## config.mk

```make
export PLATFORM = sky130hd
export DESIGN_NAME = mem_arbiter
export DESIGN_NICKNAME = d
export VERILOG_FILES = /design/src/rtl/mem_arbiter.sv
export SDC_FILE = /design/constraint.sdc
export NUM_CORES = 1
export LEC_CHECK = 0
export BUFFER_PORTS_ARGS = -buffer_cell sky130_fd_sc_hd__buf_4
export CORE_MARGIN = 5
export CORE_UTILIZATION = 29
export CTS_CLUSTER_DIAMETER = 150
export CTS_CLUSTER_SIZE = 28
export DETAILED_ROUTE_END_ITERATION = 10
export GPL_TIMING_DRIVEN = 0
export PLACE_DENSITY = 0.59
export SLEW_MARGIN = 20
export SYNTH_ARGS = -nofsm -noshare
export SYNTH_HDL_FRONTEND = slang
export SYNTH_SLANG_ARGS = --single-unit
```

## constraint.sdc

```tcl
create_clock -name clk -period 1.7 [get_ports clk]
set_input_delay 0.085 -clock clk [delete_from_list [all_inputs] [get_ports clk]]
set_output_delay 0.085 -clock clk [all_outputs]
set_load 0.1 [all_outputs]
```

## src/rtl/mem_arbiter.sv

```systemverilog
// mem_arbiter: N-port arbiter in front of a single-outstanding memory port.
//
// Picks one requester at a time (fixed priority or round-robin), registers
// its command and holds it on the mem_* outputs until mem_resp, then
// pulses that port's req_resp. Between transactions the block always spends
// one IDLE cycle.
//
// Ports:
//   clk, rst          clock and synchronous active-high reset
//   req_read/write    per-port request strobes (NUM_PORTS bits)
//   req_addr/wdata/mbe per-port packed command fields, port i at [i*W +: W]
//   req_resp          per-port one-cycle completion pulse
//   req_rdata         read data, broadcast (mirrors mem_rdata)
//   mem_*             downstream command/response interface
//
// States:
//   IDLE | no transaction outstanding; grant sampled at next edge
//   BUSY | one command held on mem_*, waiting for mem_resp
module mem_arbiter #(
  parameter int NUM_PORTS = 2,
  parameter int ADDR_W    = 32,
  parameter int DATA_W    = 32,
  parameter int MODE      = 0
) (
  input  logic                            clk,
  input  logic                            rst,
  input  logic [NUM_PORTS-1:0]            req_read,
  input  logic [NUM_PORTS-1:0]            req_write,
  input  logic [NUM_PORTS*ADDR_W-1:0]     req_addr,
  input  logic [NUM_PORTS*DATA_W-1:0]     req_wdata,
  input  logic [NUM_PORTS*(DATA_W/8)-1:0] req_mbe,
  output logic [NUM_PORTS-1:0]            req_resp,
  output logic [DATA_W-1:0]               req_rdata,
  output logic                            mem_read,
  output logic                            mem_write,
  output logic [ADDR_W-1:0]               mem_addr,
  output logic [DATA_W-1:0]               mem_wdata,
  output logic [DATA_W/8-1:0]             mem_mbe,
  input  logic                            mem_resp,
  input  logic [DATA_W-1:0]               mem_rdata
);

  localparam int MBE_W = DATA_W / 8;
  localparam int GW    = $clog2(NUM_PORTS);

  typedef enum logic {IDLE, BUSY} state_t;

  state_t               state_q, state_d;
  logic [GW-1:0]        grant_q;
  logic [GW-1:0]        last_grant_q;
  logic [GW-1:0]        pick;
  logic                 pick_valid;
  logic [NUM_PORTS-1:0] req_any;

  assign req_rdata = mem_rdata;

  // Grant selection. Loops run from lowest to highest priority so the last
  // match written is the winner.
  always_comb begin
    int idx;
    idx        = 0;
    req_any    = req_read | req_write;
    pick       = '0;
    pick_valid = 1'b0;
    if (MODE == 0) begin
      for (int i = NUM_PORTS - 1; i >= 0; i--) begin
        if (req_any[i]) begin
          pick       = GW'(i);
          pick_valid = 1'b1;
        end
      end
    end else begin
      // k = NUM_PORTS lands on last_grant itself: lowest priority.
      for (int k = NUM_PORTS; k >= 1; k--) begin
        idx = (int'(last_grant_q) + k) % NUM_PORTS;
        if (req_any[idx]) begin
          pick       = GW'(idx);
          pick_valid = 1'b1;
        end
      end
    end
  end

  always_ff @(posedge clk) begin
    if (rst) state_q <= IDLE;
    else     state_q <= state_d;
  end

  always_comb begin
    state_d  = state_q;
    req_resp = '0;
    case (state_q)
      IDLE: if (pick_valid) state_d = BUSY;
      BUSY: begin
        if (mem_resp) begin
          state_d = IDLE;
          if (!rst) req_resp[grant_q] = 1'b1;
        end
      end
      default: state_d = IDLE;
    endcase
  end

  always_ff @(posedge clk) begin
    if (rst) begin
      grant_q      <= '0;
      last_grant_q <= GW'(NUM_PORTS - 1);
      mem_read     <= 1'b0;
      mem_write    <= 1'b0;
      mem_addr     <= '0;
      mem_wdata    <= '0;
      mem_mbe      <= '0;
    end else begin
      case (state_q)
        IDLE: begin
          if (pick_valid) begin
            grant_q      <= pick;
            last_grant_q <= pick;
            // write wins when a port raises both strobes
            mem_write    <= req_write[pick];
            mem_read     <= req_read[pick] & ~req_write[pick];
            mem_addr     <= req_addr[int'(pick)*ADDR_W +: ADDR_W];
            mem_wdata    <= req_wdata[int'(pick)*DATA_W +: DATA_W];
            mem_mbe      <= req_mbe[int'(pick)*MBE_W +: MBE_W];
          end
        end
        BUSY: begin
          if (mem_resp) begin
            mem_read  <= 1'b0;
            mem_write <= 1'b0;
          end
        end
        default: begin
          mem_read  <= 1'b0;
          mem_write <= 1'b0;
        end
      endcase
    end
  end

endmodule

```

; ---- Yosys cells after proc, flatten, opt, wreduce, memory -nomap -nowiden
; Index checks and enable logic that the tools add are counted.
[word_totals]
elab_cells = 42
out_inout_bits = 104
inputBits = 175
reg_bits = 72
[op_classes]
n_reduce_logical = 3
n_eq_ne = 2
n_mux = 20
shift = 3
bitwise_logic = 4
magnitude_cmp = 3
[op_table]
columns = op, n
row1 = 64-bit by 7-bit indexed part select with 32-bit output, 2
row2 = 1-bit two-way mux, 13
row3 = 8-bit by 4-bit indexed part select with 4-bit output, 1
row4 = 2-bit two-way mux, 3
row5 = 1-bit one-hot mux with 2 select lines, 3
row6 = 1-bit by 2-bit less-than comparator with 1-bit output (second input constant), 2
row7 = 2-bit inequality test (second input constant), 2
row8 = 2-bit AND reduction, 2
row9 = 1-bit NOT, 2
row10 = 2-bit OR, 1
row11 = 1-bit bitwise AND, 1
row12 = 1-bit demux with 1-bit select, 1
row13 = 1-bit >= comparator (second input constant), 1
row14 = 1-bit logical AND, 1

; ---- Longest topological paths before layout
[logic_depth]
depth_word = 9
ltp_mapped = 6
depth_no_buf = 3

; ---- Least setup slack after synthesis
; OpenSTA, ideal clock, no wires.
[synth_path]
kind = reg-to-output
from = reg state_q
to = out req_resp[1]
t_arrival_ns = 2.805
path_slack_ns = -1.190
required_ns = 1.615
n_path_buf = 1
path_stages_with_launch = 4
path_cell_list = dfxtp_1 clkbuf_1 nand2_1 nor3b_1
[synth_between]
elab_chain_len = 1
[synth_lines]
columns = element, line_no
row1 = from (decl), 48  ; state_t state_q, state_d;
row2 = from (signal assigned), 86  ; else state_q <= state_d;
row3 = 2-bit two-way mux, 92  ; case (state_q)
row4 = to (decl), 32  ; output logic [NUM_PORTS-1:0] req_resp,
; Every way passes these cells.

; ---- Final worst setup path
[layout_path]
from = reg state_q
to = reg mem_addr[12]
[layout_between]
elab_chain_len = 2
[layout_lines]
columns = element, line_no
row1 = 1-bit NOT (no source line), --
row2 = 2-bit AND reduction (no source line), --
row3 = to (signal assigned), 122  ; mem_addr <= req_addr[int'(pick)*ADDR_W +: ADDR_W];
row4 = to (decl), 36  ; output logic [ADDR_W-1:0] mem_addr,
; Every way passes these cells.
; A chain may end at the register's enable or synchronous reset.

==> results.py <==
metrics = {
    "outcome": {
        "status": "completed",
    },
    "sta": {
        "worstMarginPinSlew_ns": 0.6518,
        "final.period_utilization_pct": 94.90,
        "setup_viol_count_final": 0,
        "finalCriticalPeriod_ns": 1.613,
        "clock_skew_ns": 0.008808,
        "max_freq_mhz": 619.9,
        "finalHoldViolations": 0,
        "maxSlewViolCount": 0,
        "maxSlewHeadroom_pct": 56.55,
        "rsz0062_at_grt": "yes",
    },
    "floorplan": {
        "die_w_microns": 123.2,
        "io_pins": 279,
        "initial_core_util_pct": 29.56,
        "die_area_sq_um": 15170,
        "die_y_microns": 123.2,
        "core_area_sq_um": 12570,
        "rows": 41,
    },
    "global_route": {
        "grt_max_degree": 12,
        "grt.overflow.total": 0,
        "gr-usage-all-layers_pct": 19.70,
        "grt_pass1_vias": 4824,
        "antenna_found_initial": 0,
        "grt_pass1_wl_mm": 23.87,
    },
    "hold_path": {
        "hold_path.class": "in2reg",
        "holdPathStages": 3,
    },
    "synthesis": {
        "syn-cell-area_sq_um": 3715,
        "syn_area_per_cell_sq_um": 8.093,
        "ys_types": 27,
        "yosysWarnings": 0,
        "synth-seq-area-share_pct": 38.80,
        "synth_top_area_share_pct": 38.80,
        "synth.ff_latch_count": 72,
        "yosys-top-cells-area": "dfxtp_1 (39%), a311oi_1 (16%), a21oi_1 (9.3%), nand3_1 (9.3%), o21ai_0 (8.8%)",
        "syn_nets": 634,
        "synth_area_leader_cell": "dfxtp_1",
        "synthCells": 459,
    },
    "cts": {
        "cts-htree-levels": 3,
        "cts_tree": "done",
        "root_buffer": "clkbuf_16",
        "cts_setup_buffers": 0,
        "clkTransAtPathRegs_ns": 0.06,
        "cts.sinks": 72,
        "clk-insertion-delay-late_ns": 0.33,
        "clockBufferDepth": 2,
        "cts_buffers": 9,
    },
    "finish": {
        "stdcell_count": 893,
        "final_util_pct": 48.34,
        "nFillCells": 1270,
        "nets": 892,
        "layout-drive-gt1-share_pct": 44.11,
        "diodes": 0,
        "syn_to_final_growth_pct": 63.56,
    },
    "place": {
        "dp_hpwl_mm": 12.42,
        "port_buffers": 246,
        "gp_congestion": 0.8307,
        "dp.cells": 877,
    },
    "worst_setup_path": {
        "worstPathMaxFanout": 10,
        "critPathLaunch": "state_q",
        "cp-end-kind": "register",
        "arrival_ns": 1.79,
        "reg2reg_setup_slack_ns": 0.09,
        "crit_cells": 4,
        "start_kind": "register",
        "cp-endpoint": "mem_addr[12]",
        "crit_slowest_cell": "clkbuf_1",
        "r2r-end": "mem_addr[12]",
        "timing.rr.start": "state_q",
        "cp_common_cell": "clkbuf_1",
        "worstPathCellList": "clkbuf_1 > a21oi_2 > clkbuf_1 > a311oi_1",
        "critPathBufInv": 2,
        "cp.required_ns": 1.87,
        "crit_type": "reg2reg",
        "r2r_cells": 4,
        "cpPeakStageDelay_ns": 0.44,
        "crit_family": "buffers and inverters",
    },
    "flow_run": {
        "cap_viol_max_count": 0,
    },
    "pwr": {
        "p_leak_nw": 2.594,
        "pwr_density_cell_nw_per_um2": 1039,
        "vdd_drop_max_v": 0.0004045,
    },
    "routing": {
        "route.detailed.drc": 0,
        "antenna_left": 0,
        "drtIter0Drc": 295,
        "viasPerCell": 5.249,
        "drt-wirelength-per-cell_microns": 18.10,
        "drtPass1Iterations": 5,
        "dr_total_vias": 4687,
        "wl_mm": 16.16,
    },
}
[routing by layer]
| metal | up-vias | routed length (microns) | track usage, % |
|---|---|---|---|
| met3 | 27 | 1416 | 4.803 |
| met5 | - | 0 | 0 |
| met2 | 242 | 7955 | 34.08 |
| met1 | 2178 | 6472 | 23.95 |
| met4 | 0 | 316 | 6.436 |
| li1 | 2240 | - | - |
[power by group]
group | total, W | switching, W | internal, W
Sequential | 0.00195 | 0.0000978 | 0.00185
Combinational | 0.00268 | 0.00198 | 0.000704
Clock | 0.00168 | 0.000710 | 0.000973
Total | 0.00632 | 0.00279 | 0.00353
[synth_stat cells]
cell type,n
a21oi_2,2
o32ai_1,1
a311oi_1,68
nand2_1,1
nor2_1,2
a21oi_1,69
a21bo_1,1
or4_4,1
o21ai_0,65
clkbuf_1,48
nor2_2,1
buf_2,6
o21ai_1,3
inv_1,1
or2_2,2
nand3_1,69
mux2_2,1
nor3_1,1
o2bb2ai_1,1
buf_4,33
nor3b_1,1
buf_6,3
nand2b_1,2
dfxtp_1,72
inv_2,1
a211oi_1,2
clkbuf_2,2
[placed cells by master, fill, tap and decap left out, types with 2 or more instances in the layout]
cell type	netlist	routed
a211oi_1	2	2
buf_6	3	4
o21ai_1	3	3
clkbuf_1	48	45
dfxtp_1	72	72
a311oi_1	68	68
clkbuf_2	2	6
nor2_2	1	2
buf_2	6	6
a21oi_1	69	69
clkinv_2	0	3
buf_4	33	278
nand2b_1	2	2
o21ai_0	65	65
clkbuf_16	0	9
or2_2	2	2
nand3_1	69	69
a21oi_2	2	2
[what timing repair did]
item,CTS,global route
endpoints found under the hold margin,1,0
hold buffers,1,0
endpoints found under the setup margin,0,10
gates resized for setup,0,11
[flip-flops by register name (all words and copies together), names as in the netlist]
register   flops
mem_wdata     32
mem_addr      32
mem_mbe        4
mem_write      1
mem_read       1
grant_q        1
state_q        1
[tightest hold or removal path: stages]
cell,delay (ns)
buf_4,0.11
nand3_1,0.05
a311oi_1,0.08
[cell type report]
cell class | count | area, sq um | share of cell area [%]
Buffer | 92 | 506.7 | 8.340
Clock buffer | 11 | 232.7 | 3.830
Clock inverter | 4 | 22.52 | 0.3707
Inverter | 2 | 7.507 | 0.1236
Multi-Input combinational cell | 293 | 1789 | 29.45
Sequential cell | 72 | 1441 | 23.72
Tap cell | 172 | 215.2 | 3.542
Timing Repair Buffer | 247 | 1861 | 30.62
[stage by stage]
stage | power, W | setup TNS (ns) | hold WS [ns] | setup WS [ns] | cell area (sq um)
final | 0.006316 | 0 | 0.04393 | 0.08674 | 6076
after CTS | 0.006348 | 0 | 0.03590 | 0.04530 | 6065
after floorplan | 0.003912 | 0 | 0.1808 | 0.09209 | 3737
after global placement | 0.004650 | -4.970 | 0.2893 | -0.1825 | 5799
after detailed placement | 0.004669 | -8.353 | 0.2963 | -0.2019 | 5799
after global routing | 0.006561 | -0.003599 | 0.04628 | -0.001756 | 6076
[worst min-delay path by stage]
stage | from | end
4_1_cts | req_addr[46] | mem_addr[14]
5_1_grt | req_wdata[39] | mem_wdata[7]
6_report | req_wdata[39] | mem_wdata[7]
2_1_floorplan | mem_resp | state_q
3_5_place_dp | mem_resp | state_q
3_3_place_gp | mem_resp | state_q
[logic make-up after synthesis]
| family | after synthesis | share of synthesized area [%] |
|---|---|---|
| AOI/OAI and AO/OA | 212 | 36.11 |
| buffers and inverters | 94 | 13.71 |
| and+or+nand+nor | 80 | 11.08 |
| DFF | 72 | 38.80 |
| muxes | 1 | 0.3031 |
Power figures use the tool's default switching activity.
